### src/rtl/hazard_pkg.sv
// Shared encodings for the hazard scoreboard: forwarding selects, stall causes
// and the default register address width.
package hazard_pkg;

    localparam int REG_ADDR_W_DEF = 5;

    typedef enum logic [1:0] {
        FWD_NONE = 2'b00,
        FWD_WB   = 2'b01,
        FWD_MEM  = 2'b10
    } fwd_sel_e;

    typedef enum logic [1:0] {
        CAUSE_NONE   = 2'b00,
        CAUSE_RAW    = 2'b01,
        CAUSE_WAW    = 2'b10,
        CAUSE_STRUCT = 2'b11
    } stall_cause_e;

endpackage

### src/rtl/hazard_fwd_sel.sv
// Execute-stage bypass selector for one source operand; memory stage wins
// over writeback, and register 0 is never forwarded.
module hazard_fwd_sel
    import hazard_pkg::*;
#(
    parameter int REG_ADDR_W = REG_ADDR_W_DEF
) (
    input  logic                  rd_write_m,
    input  logic [REG_ADDR_W-1:0] rd_m,
    input  logic                  rd_write_w,
    input  logic [REG_ADDR_W-1:0] rd_w,
    input  logic [REG_ADDR_W-1:0] rs_e,
    output logic [1:0]            fwd_sel
);

    logic rs_nonzero_s;

    assign rs_nonzero_s = (rs_e != {REG_ADDR_W{1'b0}});

    // Priority select of the youngest producer of rs_e.
    always_comb begin
        fwd_sel = FWD_NONE;
        if (rs_nonzero_s && rd_write_m && (rd_m == rs_e)) begin
            fwd_sel = FWD_MEM;
        end else if (rs_nonzero_s && rd_write_w && (rd_w == rs_e)) begin
            fwd_sel = FWD_WB;
        end else begin
            fwd_sel = FWD_NONE;
        end
    end

endmodule

### src/rtl/hazard_scoreboard.sv
// Pending-write scoreboard and hazard control for out-of-order completing
// long-latency ops. Optional perf counters: define HAZARD_SCOREBOARD_PERF_EN.
module hazard_scoreboard
    import hazard_pkg::*;
#(
    parameter int REG_ADDR_W      = REG_ADDR_W_DEF,
    parameter int NUM_REGS        = 32,
    parameter int MAX_OUTSTANDING = 4,
    parameter int CNT_W           = 3
) (
    input  logic                  clk,
    input  logic                  rst_n,
    input  logic                  issue_valid_d,
    input  logic                  issue_long_d,
    input  logic                  issue_rd_write_d,
    input  logic [REG_ADDR_W-1:0] issue_rd_d,
    input  logic [REG_ADDR_W-1:0] rs1_d,
    input  logic [REG_ADDR_W-1:0] rs2_d,
    input  logic                  rs1_used_d,
    input  logic                  rs2_used_d,
    input  logic                  flush_in,
    input  logic                  complete_valid,
    input  logic [REG_ADDR_W-1:0] complete_rd,
    input  logic                  rd_write_m,
    input  logic                  rd_write_w,
    input  logic [REG_ADDR_W-1:0] rd_m,
    input  logic [REG_ADDR_W-1:0] rd_w,
    input  logic [REG_ADDR_W-1:0] rs1_e,
    input  logic [REG_ADDR_W-1:0] rs2_e,
    input  logic                  mem_valid_f,
    output logic [1:0]            forwarding_rs1_e,
    output logic [1:0]            forwarding_rs2_e,
    output logic                  forwarding_rs1_d,
    output logic                  forwarding_rs2_d,
    output logic                  stall_f,
    output logic                  stall_d,
    output logic                  flush_e,
    output logic [CNT_W-1:0]      outstanding,
    output logic                  sb_error,
    output logic [31:0]           perf_raw_stalls,
    output logic [31:0]           perf_struct_stalls
);

    localparam logic [REG_ADDR_W-1:0] ADDR_ZERO = {REG_ADDR_W{1'b0}};
    localparam logic [CNT_W-1:0]      CNT_ZERO  = {CNT_W{1'b0}};
    localparam logic [CNT_W-1:0]      CNT_ONE   = {{(CNT_W-1){1'b0}}, 1'b1};
    localparam logic [CNT_W-1:0]      CNT_MAX   = CNT_W'(MAX_OUTSTANDING);

    logic [NUM_REGS-1:0] pending_r;
    logic [NUM_REGS-1:0] pending_nxt_s;
    logic [CNT_W-1:0]    outstanding_r;
    logic [CNT_W-1:0]    outstanding_nxt_s;
    logic                sb_error_r;

    logic rs1_fwd_s, rs2_fwd_s;
    logic raw_hit_s, waw_hit_s, struct_hit_s;
    logic stall_d_s, accept_s, alloc_s, complete_ok_s, complete_bad_s;

    // Hazard detection; a same-cycle completion releases RAW through the bypass.
    always_comb begin
        rs1_fwd_s      = complete_valid && (complete_rd == rs1_d) && (rs1_d != ADDR_ZERO);
        rs2_fwd_s      = complete_valid && (complete_rd == rs2_d) && (rs2_d != ADDR_ZERO);
        raw_hit_s      = (rs1_used_d && (rs1_d != ADDR_ZERO) && pending_r[rs1_d] && !rs1_fwd_s) ||
                         (rs2_used_d && (rs2_d != ADDR_ZERO) && pending_r[rs2_d] && !rs2_fwd_s);
        waw_hit_s      = issue_long_d && issue_rd_write_d && (issue_rd_d != ADDR_ZERO) &&
                         pending_r[issue_rd_d];
        struct_hit_s   = issue_long_d && (outstanding_r == CNT_MAX) && !complete_valid;
        stall_d_s      = issue_valid_d && (raw_hit_s || waw_hit_s || struct_hit_s);
        accept_s       = issue_valid_d && !stall_d_s && !flush_in;
        alloc_s        = accept_s && issue_long_d && issue_rd_write_d && (issue_rd_d != ADDR_ZERO);
        complete_ok_s  = complete_valid && (complete_rd != ADDR_ZERO) && pending_r[complete_rd] &&
                         (outstanding_r != CNT_ZERO);
        complete_bad_s = complete_valid && !complete_ok_s;
    end

    // Next scoreboard contents; a bad completion leaves state untouched.
    always_comb begin
        pending_nxt_s = pending_r;
        if (complete_ok_s) begin
            pending_nxt_s[complete_rd] = 1'b0;
        end else begin
            pending_nxt_s[complete_rd] = pending_r[complete_rd];
        end
        if (alloc_s) begin
            pending_nxt_s[issue_rd_d] = 1'b1;
        end else begin
            pending_nxt_s[issue_rd_d] = pending_nxt_s[issue_rd_d];
        end
        case ({alloc_s, complete_ok_s})
            2'b10:   outstanding_nxt_s = outstanding_r + CNT_ONE;
            2'b01:   outstanding_nxt_s = outstanding_r - CNT_ONE;
            default: outstanding_nxt_s = outstanding_r;
        endcase
    end

    // Scoreboard state, outstanding count and sticky protocol error.
    always_ff @(posedge clk or negedge rst_n) begin
        if (!rst_n) begin
            pending_r     <= {NUM_REGS{1'b0}};
            outstanding_r <= CNT_ZERO;
            sb_error_r    <= 1'b0;
        end else begin
            pending_r     <= pending_nxt_s;
            outstanding_r <= outstanding_nxt_s;
            sb_error_r    <= sb_error_r || complete_bad_s;
        end
    end

    hazard_fwd_sel #(.REG_ADDR_W(REG_ADDR_W)) u_fwd_rs1 (
        .rd_write_m (rd_write_m),
        .rd_m       (rd_m),
        .rd_write_w (rd_write_w),
        .rd_w       (rd_w),
        .rs_e       (rs1_e),
        .fwd_sel    (forwarding_rs1_e)
    );

    hazard_fwd_sel #(.REG_ADDR_W(REG_ADDR_W)) u_fwd_rs2 (
        .rd_write_m (rd_write_m),
        .rd_m       (rd_m),
        .rd_write_w (rd_write_w),
        .rd_w       (rd_w),
        .rs_e       (rs2_e),
        .fwd_sel    (forwarding_rs2_e)
    );

    assign forwarding_rs1_d = rs1_fwd_s;
    assign forwarding_rs2_d = rs2_fwd_s;
    assign stall_d          = stall_d_s;
    assign stall_f          = stall_d_s || !mem_valid_f;
    assign flush_e          = stall_d_s;
    assign outstanding      = outstanding_r;
    assign sb_error         = sb_error_r;

`ifdef HAZARD_SCOREBOARD_PERF_EN
    logic [31:0]  perf_raw_r;
    logic [31:0]  perf_struct_r;
    stall_cause_e cause_s;

    // Dominant stall cause; structural only counts when no data hazard exists.
    always_comb begin
        cause_s = CAUSE_NONE;
        if (!stall_d_s) begin
            cause_s = CAUSE_NONE;
        end else if (raw_hit_s) begin
            cause_s = CAUSE_RAW;
        end else if (waw_hit_s) begin
            cause_s = CAUSE_WAW;
        end else begin
            cause_s = CAUSE_STRUCT;
        end
    end

    // Saturating stall counters.
    always_ff @(posedge clk or negedge rst_n) begin
        if (!rst_n) begin
            perf_raw_r    <= 32'h0000_0000;
            perf_struct_r <= 32'h0000_0000;
        end else begin
            if (((cause_s == CAUSE_RAW) || (cause_s == CAUSE_WAW)) && (perf_raw_r != 32'hFFFF_FFFF)) begin
                perf_raw_r <= perf_raw_r + 32'h0000_0001;
            end
            if ((cause_s == CAUSE_STRUCT) && (perf_struct_r != 32'hFFFF_FFFF)) begin
                perf_struct_r <= perf_struct_r + 32'h0000_0001;
            end
        end
    end

    assign perf_raw_stalls    = perf_raw_r;
    assign perf_struct_stalls = perf_struct_r;
`else
    assign perf_raw_stalls    = 32'h0000_0000;
    assign perf_struct_stalls = 32'h0000_0000;
`endif

endmodule
### config.mk
export PLATFORM = sky130hd
export DESIGN_NAME = hazard_scoreboard
export DESIGN_NICKNAME = d
export VERILOG_FILES = /design/src/rtl/hazard_pkg.sv /design/src/rtl/hazard_fwd_sel.sv /design/src/rtl/hazard_scoreboard.sv
export SDC_FILE = /design/constraint.sdc
export NUM_CORES = 1
export LEC_CHECK = 0
export BUFFER_PORTS_ARGS = -buffer_cell sky130_fd_sc_hd__buf_4
export CAP_MARGIN = 20
export CORE_MARGIN = 5
export CORE_UTILIZATION = 59
export CTS_CLUSTER_SIZE = 40
export DETAILED_ROUTE_END_ITERATION = 8
export PLACE_DENSITY_LB_ADDON = 0.05
export SKIP_CTS_REPAIR_TIMING = 1
export SYNTH_ARGS = -nofsm -noshare
export SYNTH_HDL_FRONTEND = slang
export SYNTH_SLANG_ARGS = --single-unit
### constraint.sdc
create_clock -name clk -period 8.8 [get_ports clk]
set_clock_uncertainty 0.1 [all_clocks]
set_input_delay 1.76 -clock clk [delete_from_list [all_inputs] [get_ports clk]]
set_output_delay 1.76 -clock clk [all_outputs]
set_load 0.1 [all_outputs]
==> run metrics, run 1 <==
status=complete, no violations; total global routing overflow=0; Period minus WS final=around 5700 ps; Final #Nets=~670; via count=4,821; hold path depth=1; vias in the first global route=~4,500; setup ws final=3120 ps; Hold WC Path Type=reg -> reg; sequential fraction of the synthesis area=18.4%; Fillers=739; Reg clk slew, reported paths=70 ps; Clock Path Buffers=2; Worst VDD drop=about 0.00011 V; most frequent cells in the layout=buf_4 (67), conb_1 (64), nor2_1 (43); r2r endpoint=pending_r[1]; Mean Syn Cell Area=~8.5 um2; CTS Sinks=36; Root Driver=clkbuf_8; max-cap violation count=0; setup TNS=0 ps; first-pass GRT wire length=between 20,000 and 25,000 um; crit start category=primary input; worst slew pin tran=around 1000 ps; reg2reg start=pending_r[27]; Peak Freq=roughly 180 MHz; total CTS buffers=5; Area Overhead vs Synth=5.72%; gp weighted congestion=approximately 1.0; routed length per instance=approximately 22 um; num rows=33; r2r setup slk=roughly 4900 ps; ANT cells=0; RSZ-0062 raised after global routing=false; TritonRoute pass-1 iters=6; clk_lat worst skew=300 ps; Worst Path Class, Setup=in -> out; Synth Register Bits=36; relative slew slack=35.1%; ANT nets after route=0; leak pwr=2.12 nW; Routed Wire Length=15,500 um; chip height=~100 um; CP Data Required Time=between 6000 and 7000 ps; largest net degree at the start of global routing=37; Post-Synthesis Cells=579; Hold Fails Final Rpt=0; post-DR vias/cell=just under 7; Initial DRC Count=between 700 and 800; HPWL after DPL=~11,000 um; CORE AREA=between 0.008 and 0.009 mm2; CP max FO=10; antenna violations before repair=0; Post-synth ARST share=100%; crit path from=rs2_d[0]; Setup crit end kind=output pin; Critical Path AT=about 3800 ps; worst hold endpoint=sb_error; prevailing post-synth register cell=dfrtp_1; total track usage=between 30% and 40%; Die Area=0.0102 mm2; layout cells sized above 1=between 10% and 20%; Max H-tree Level=2; Final Max Slew Viols=0; initial cell density of the core=60.2%; Distinct cells, synth=72; fin crit share=between 60% and 70%; die width=101 um; Setup WS pre-CTS=roughly 3100 ps; Power Dens Cells=191 mW/mm2; Post-Syn Area=0.00490 mm2; hold path start=sb_error; IO Count=between 100 and 150; CTS tree=done; count of final setup violators=0; Post-synth EDFFs=0; number of buffers added on ports=64; Synth warnings=0; R2R cell count=8; commonest non-fill, non-tap cell in the layout=buf_4; DRC viols=0
## flip-flops by register name, summed over array words and instances (netlist names)
register and cells:
pending_r 32, outstanding 3, sb_error 1
## metal layers
metal	global-route usage [%]	vias up	wire, um
met5	2.56	-	34
met4	12.0	2	735
met3	6.02	85	2280
met2	47.3	397	6850
met1	41.5	2235	5650
li1	-	2102	-
## through the flow
stage	power, mW	cell area, um2	instances	hold slack (ps)	utilization (%)
after floorplan	0.736	5130	642	394	-
after global placement	0.839	5090	710	364	62.6
after detailed placement	0.850	5090	710	368	62.6
after CTS	0.972	5180	717	385	63.6
after global routing	1.03	5180	717	398	63.6
final	0.986	5180	717	379	63.6
## worst max-delay path by stage
stage	endpoint	slack, ps
3_5_place_dp	stall_f	3120
2_1_floorplan	forwarding_rs1_e[0]	80
3_3_place_gp	stall_f	3150
5_1_grt	stall_f	2990
4_1_cts	stall_f	3120
6_report	stall_f	3120
## where the power goes
| group | internal (mW) | switching (mW) | total [mW] | leakage, nW |
|---|---|---|---|---|
| registers | 0.211 | 0.109 | 0.320 | 0.454 |
| clock network | 0.0537 | 0.0678 | 0.121 | 0.0400 |
| logic | 0.179 | 0.366 | 0.545 | 1.63 |
## worst max-delay path, stage by stage
cell,delay (ps)
buf_4,190
mux4_2,520
a22o_1,240
o21ai_1,130
a211oi_1,120
o41a_1,460
nand2b_1,160
buf_4,230
## Yosys cell counts, types with 6 or more instances
cell type,instances,area [um2]
a21oi_1,26,130
a22o_1,6,52.6
a31oi_1,18,113
buf_2,6,30.0
buf_4,66,495
clkbuf_1,25,93.8
dfrtp_1,36,901
inv_1,9,33.8
mux2i_1,37,370
mux2i_4,7,158
mux4_2,20,450
nand2_1,42,158
nand2b_1,6,37.5
nand3_1,24,120
nand3b_1,6,45.0
nand4_1,8,50.1
nor2_1,43,161
nor2b_1,9,56.3
nor3_1,15,75.1
nor4_1,8,50.1
o21ai_0,12,60.1
o221ai_1,12,105
xnor2_1,24,210
xor2_1,11,96.3
## cell families (layout without fill, tap and decap cells)
| kind of cell | Yosys count | in the layout | share of synthesized area, % |
|---|---|---|---|
| adders and majority gates | 2 | 2 | 0.664 |
| and+or+nand+nor | 189 | 189 | 19.7 |
| buffers and inverters | 114 | 84 | 14.5 |
| DFF | 36 | 36 | 18.4 |
| other | 1 | 64 | 0.0766 |
| xor gates and xnor gates | 35 | 35 | 6.26 |
| muxes | 70 | 70 | 21.4 |
| AOI/OAI and AO/OA | 132 | 132 | 19.0 |
## area by class of cell
| cell class | instances | area (um2) | share of cell area, % |
|---|---|---|---|
| Timing Repair Buffer | 67 | 503 | 9.72 |
| Tap cell | 105 | 131 | 2.54 |
| Clock inverter | 2 | 12.5 | 0.242 |
| Multi-Input combinational cell | 492 | 3520 | 68.0 |
| Inverter | 10 | 37.5 | 0.725 |
| Sequential cell | 36 | 901 | 17.4 |
| Clock buffer | 5 | 68.8 | 1.33 |
No activity file was read; power rests on OpenSTA's default activity.
==> inputs of run 2 (changes only) <==
--- a/config.mk
+++ b/config.mk
@@ -8,7 +8,7 @@
 export BUFFER_PORTS_ARGS = -buffer_cell sky130_fd_sc_hd__buf_4
 export CAP_MARGIN = 20
 export CORE_MARGIN = 5
-export CORE_UTILIZATION = 59
+export CORE_UTILIZATION = 50
 export CTS_CLUSTER_SIZE = 40
 export DETAILED_ROUTE_END_ITERATION = 8
 export PLACE_DENSITY_LB_ADDON = 0.05
==> constraint.sdc (replaced) <==
create_clock -name clk -period 5 [get_ports clk]
set_clock_uncertainty 0.1 [all_clocks]
set_input_delay 1 -clock clk [delete_from_list [all_inputs] [get_ports clk]]
set_output_delay 1 -clock clk [all_outputs]
set_load 0.1 [all_outputs]
==> run metrics, run 2 (same netlist as run 1, synthesis figures left out) <==
status=complete, no violations; Fillers=952 (+29%); total global routing overflow=0 (unchanged); Die Area=0.0119 mm2 (+16%); max-cap violation count=0 (unchanged); Root Driver=clkbuf_8; Hold Fails Final Rpt=0 (unchanged); RSZ-0062 raised after global routing=false; clk_lat worst skew=300 ps (about the same); Worst VDD drop=0.000235 V (+120%); number of buffers added on ports=64 (unchanged); count of final setup violators=0 (unchanged); gp weighted congestion=0.960 (-3.7%); Final #Nets=671 (+0.75%); die width=109 um (+7.8%); Period minus WS final=roughly 4200 ps; largest net degree at the start of global routing=37 (unchanged); TritonRoute pass-1 iters=5 (-1); Critical Path AT=3090 ps (-730 ps); Setup WS pre-CTS=760 ps (-2370 ps); CP Data Required Time=3900 ps (-3040 ps); Peak Freq=between 200 and 250 MHz; crit start category=primary input; total CTS buffers=5 (unchanged); HPWL after DPL=11,900 um (+5.2%); Setup crit end kind=output pin; post-DR vias/cell=6.21 (-7.7%); leak pwr=2.16 nW (+1.9%); initial cell density of the core=50.8% (-9.4 points); hold path start=sb_error; first-pass GRT wire length=24,700 um (+1.6%); Initial DRC Count=482 (-33%); crit path from=rs2_d[0]; CP max FO=10 (unchanged); routed length per instance=21.3 um (-1.7%); Hold WC Path Type=reg -> reg; CTS Sinks=36 (unchanged); most frequent cells in the layout=buf_4 (72), conb_1 (64), nor2_1 (43); CTS tree=done; setup ws final=809 ps (-2310 ps); ANT cells=0 (unchanged); vias in the first global route=4,409 (-1.0%); antenna violations before repair=0 (unchanged); commonest non-fill, non-tap cell in the layout=buf_4; num rows=36 (+9.1%); Max H-tree Level=2 (unchanged); Reg clk slew, reported paths=70 ps (about the same); Layout Cell Area excl Fill=0.00531 mm2 (+2.6%); setup TNS=0 ps (unchanged); IO Count=129 (unchanged); reg2reg start=pending_r[31]; via count=4,661 (-3.3%); CORE AREA=0.00964 mm2 (+19%); worst slew pin tran=953 ps (-20.6 ps); fin crit share=83.8%; ANT nets after route=0 (unchanged); Placed Area=0.00523 mm2 (+2.6%); max FFs per register=32 (unchanged); layout cells sized above 1=20.9% (+1.4 points); Area Overhead vs Synth=8.48%; Most flops, register=pending_r; Clock Path Buffers=2 (unchanged); chip height=109 um (+7.8%); Routed Wire Length=16,000 um (+3.0%); relative slew slack=36.2% (+1.1 points); DRC viols=0 (unchanged); Power Dens Cells=329 mW/mm2 (+73%); Final Max Slew Viols=0 (unchanged); total track usage=26.9% (-3.6 points); Worst Path Class, Setup=in -> out
==> run 2: changes by cell type in the layout (fill, tap and decap cells not counted) <==
cell        change
a211oi_2        -1
o41a_1          -1
clkbuf_1        +2
nor4_1          -4
clkinv_2        -1
buf_4           +5
nor4_2          +2
o41a_2          +1
nand2b_4        +1
nor4_4          +2
clkinv_4        +1
clkinvlp_4      -1
nand2b_1        -1
a211oi_4        +1
==> run 2: path summary, 6_finish.rpt <==
path                                       end  slack [ps]  depth (start not counted)
worst max-delay path                   stall_f         810                          8
worst min-delay path                  sb_error         380                          1
worst max register to register   pending_r[30]        1540                          8
worst min register to register        sb_error         380                          1
max in group asynchronous        pending_r[28]        3870                          1
min in group asynchronous       outstanding[1]         560                          1
==> run 2: routing by layer <==
layer  vias to the layer above  global-route usage (%)  part of all wire [%]
met2                       277                    41.3                    45
li1                       2105                       -                     -
met5                         -                       0                     0
met1                      2228                    38.0                    41
met4                         0                    11.1                   3.8
met3                        51                    3.79                    10
==> run 2: worst max-delay path: stages <==
cell and delay [ps]:
buf_4 190, mux4_2 510, a22o_1 240, o21ai_1 140, a211oi_1 130, o41a_2 510
nand2b_4 140, buf_4 220
==> run 2: where the power goes <==
group / total, mW / switching [mW] / internal (mW) / leakage (nW)
clock: 0.214 / 0.114 / 0.0997 / 0.0424
sequential: 0.561 / 0.189 / 0.372 / 0.454
combinational: 0.973 / 0.650 / 0.324 / 1.66
total: 1.75 / 0.952 / 0.795 / 2.16
==> run 2: cell type report <==
cell class | instances | area [um2] | share of cell area (%)
Timing Repair Buffer | 72 | 541 | 10.2
Multi-Input combinational cell | 492 | 3580 | 67.4
Clock inverter | 1 | 8.76 | 0.165
Clock buffer | 7 | 76.3 | 1.44
Tap cell | 133 | 166 | 3.13
Sequential cell | 36 | 901 | 17.0
Inverter | 10 | 37.5 | 0.707
==> run 2: through the flow <==
step	utilization [%]	instances	hold WS (ps)	total power, mW
5_1_grt	55.1	751	406	1.83
6_report	55.1	751	380	1.75
4_1_cts	55.1	751	387	1.74
2_1_floorplan	-	642	394	1.30
3_3_place_gp	54.2	743	371	1.52
3_5_place_dp	54.2	743	369	1.52
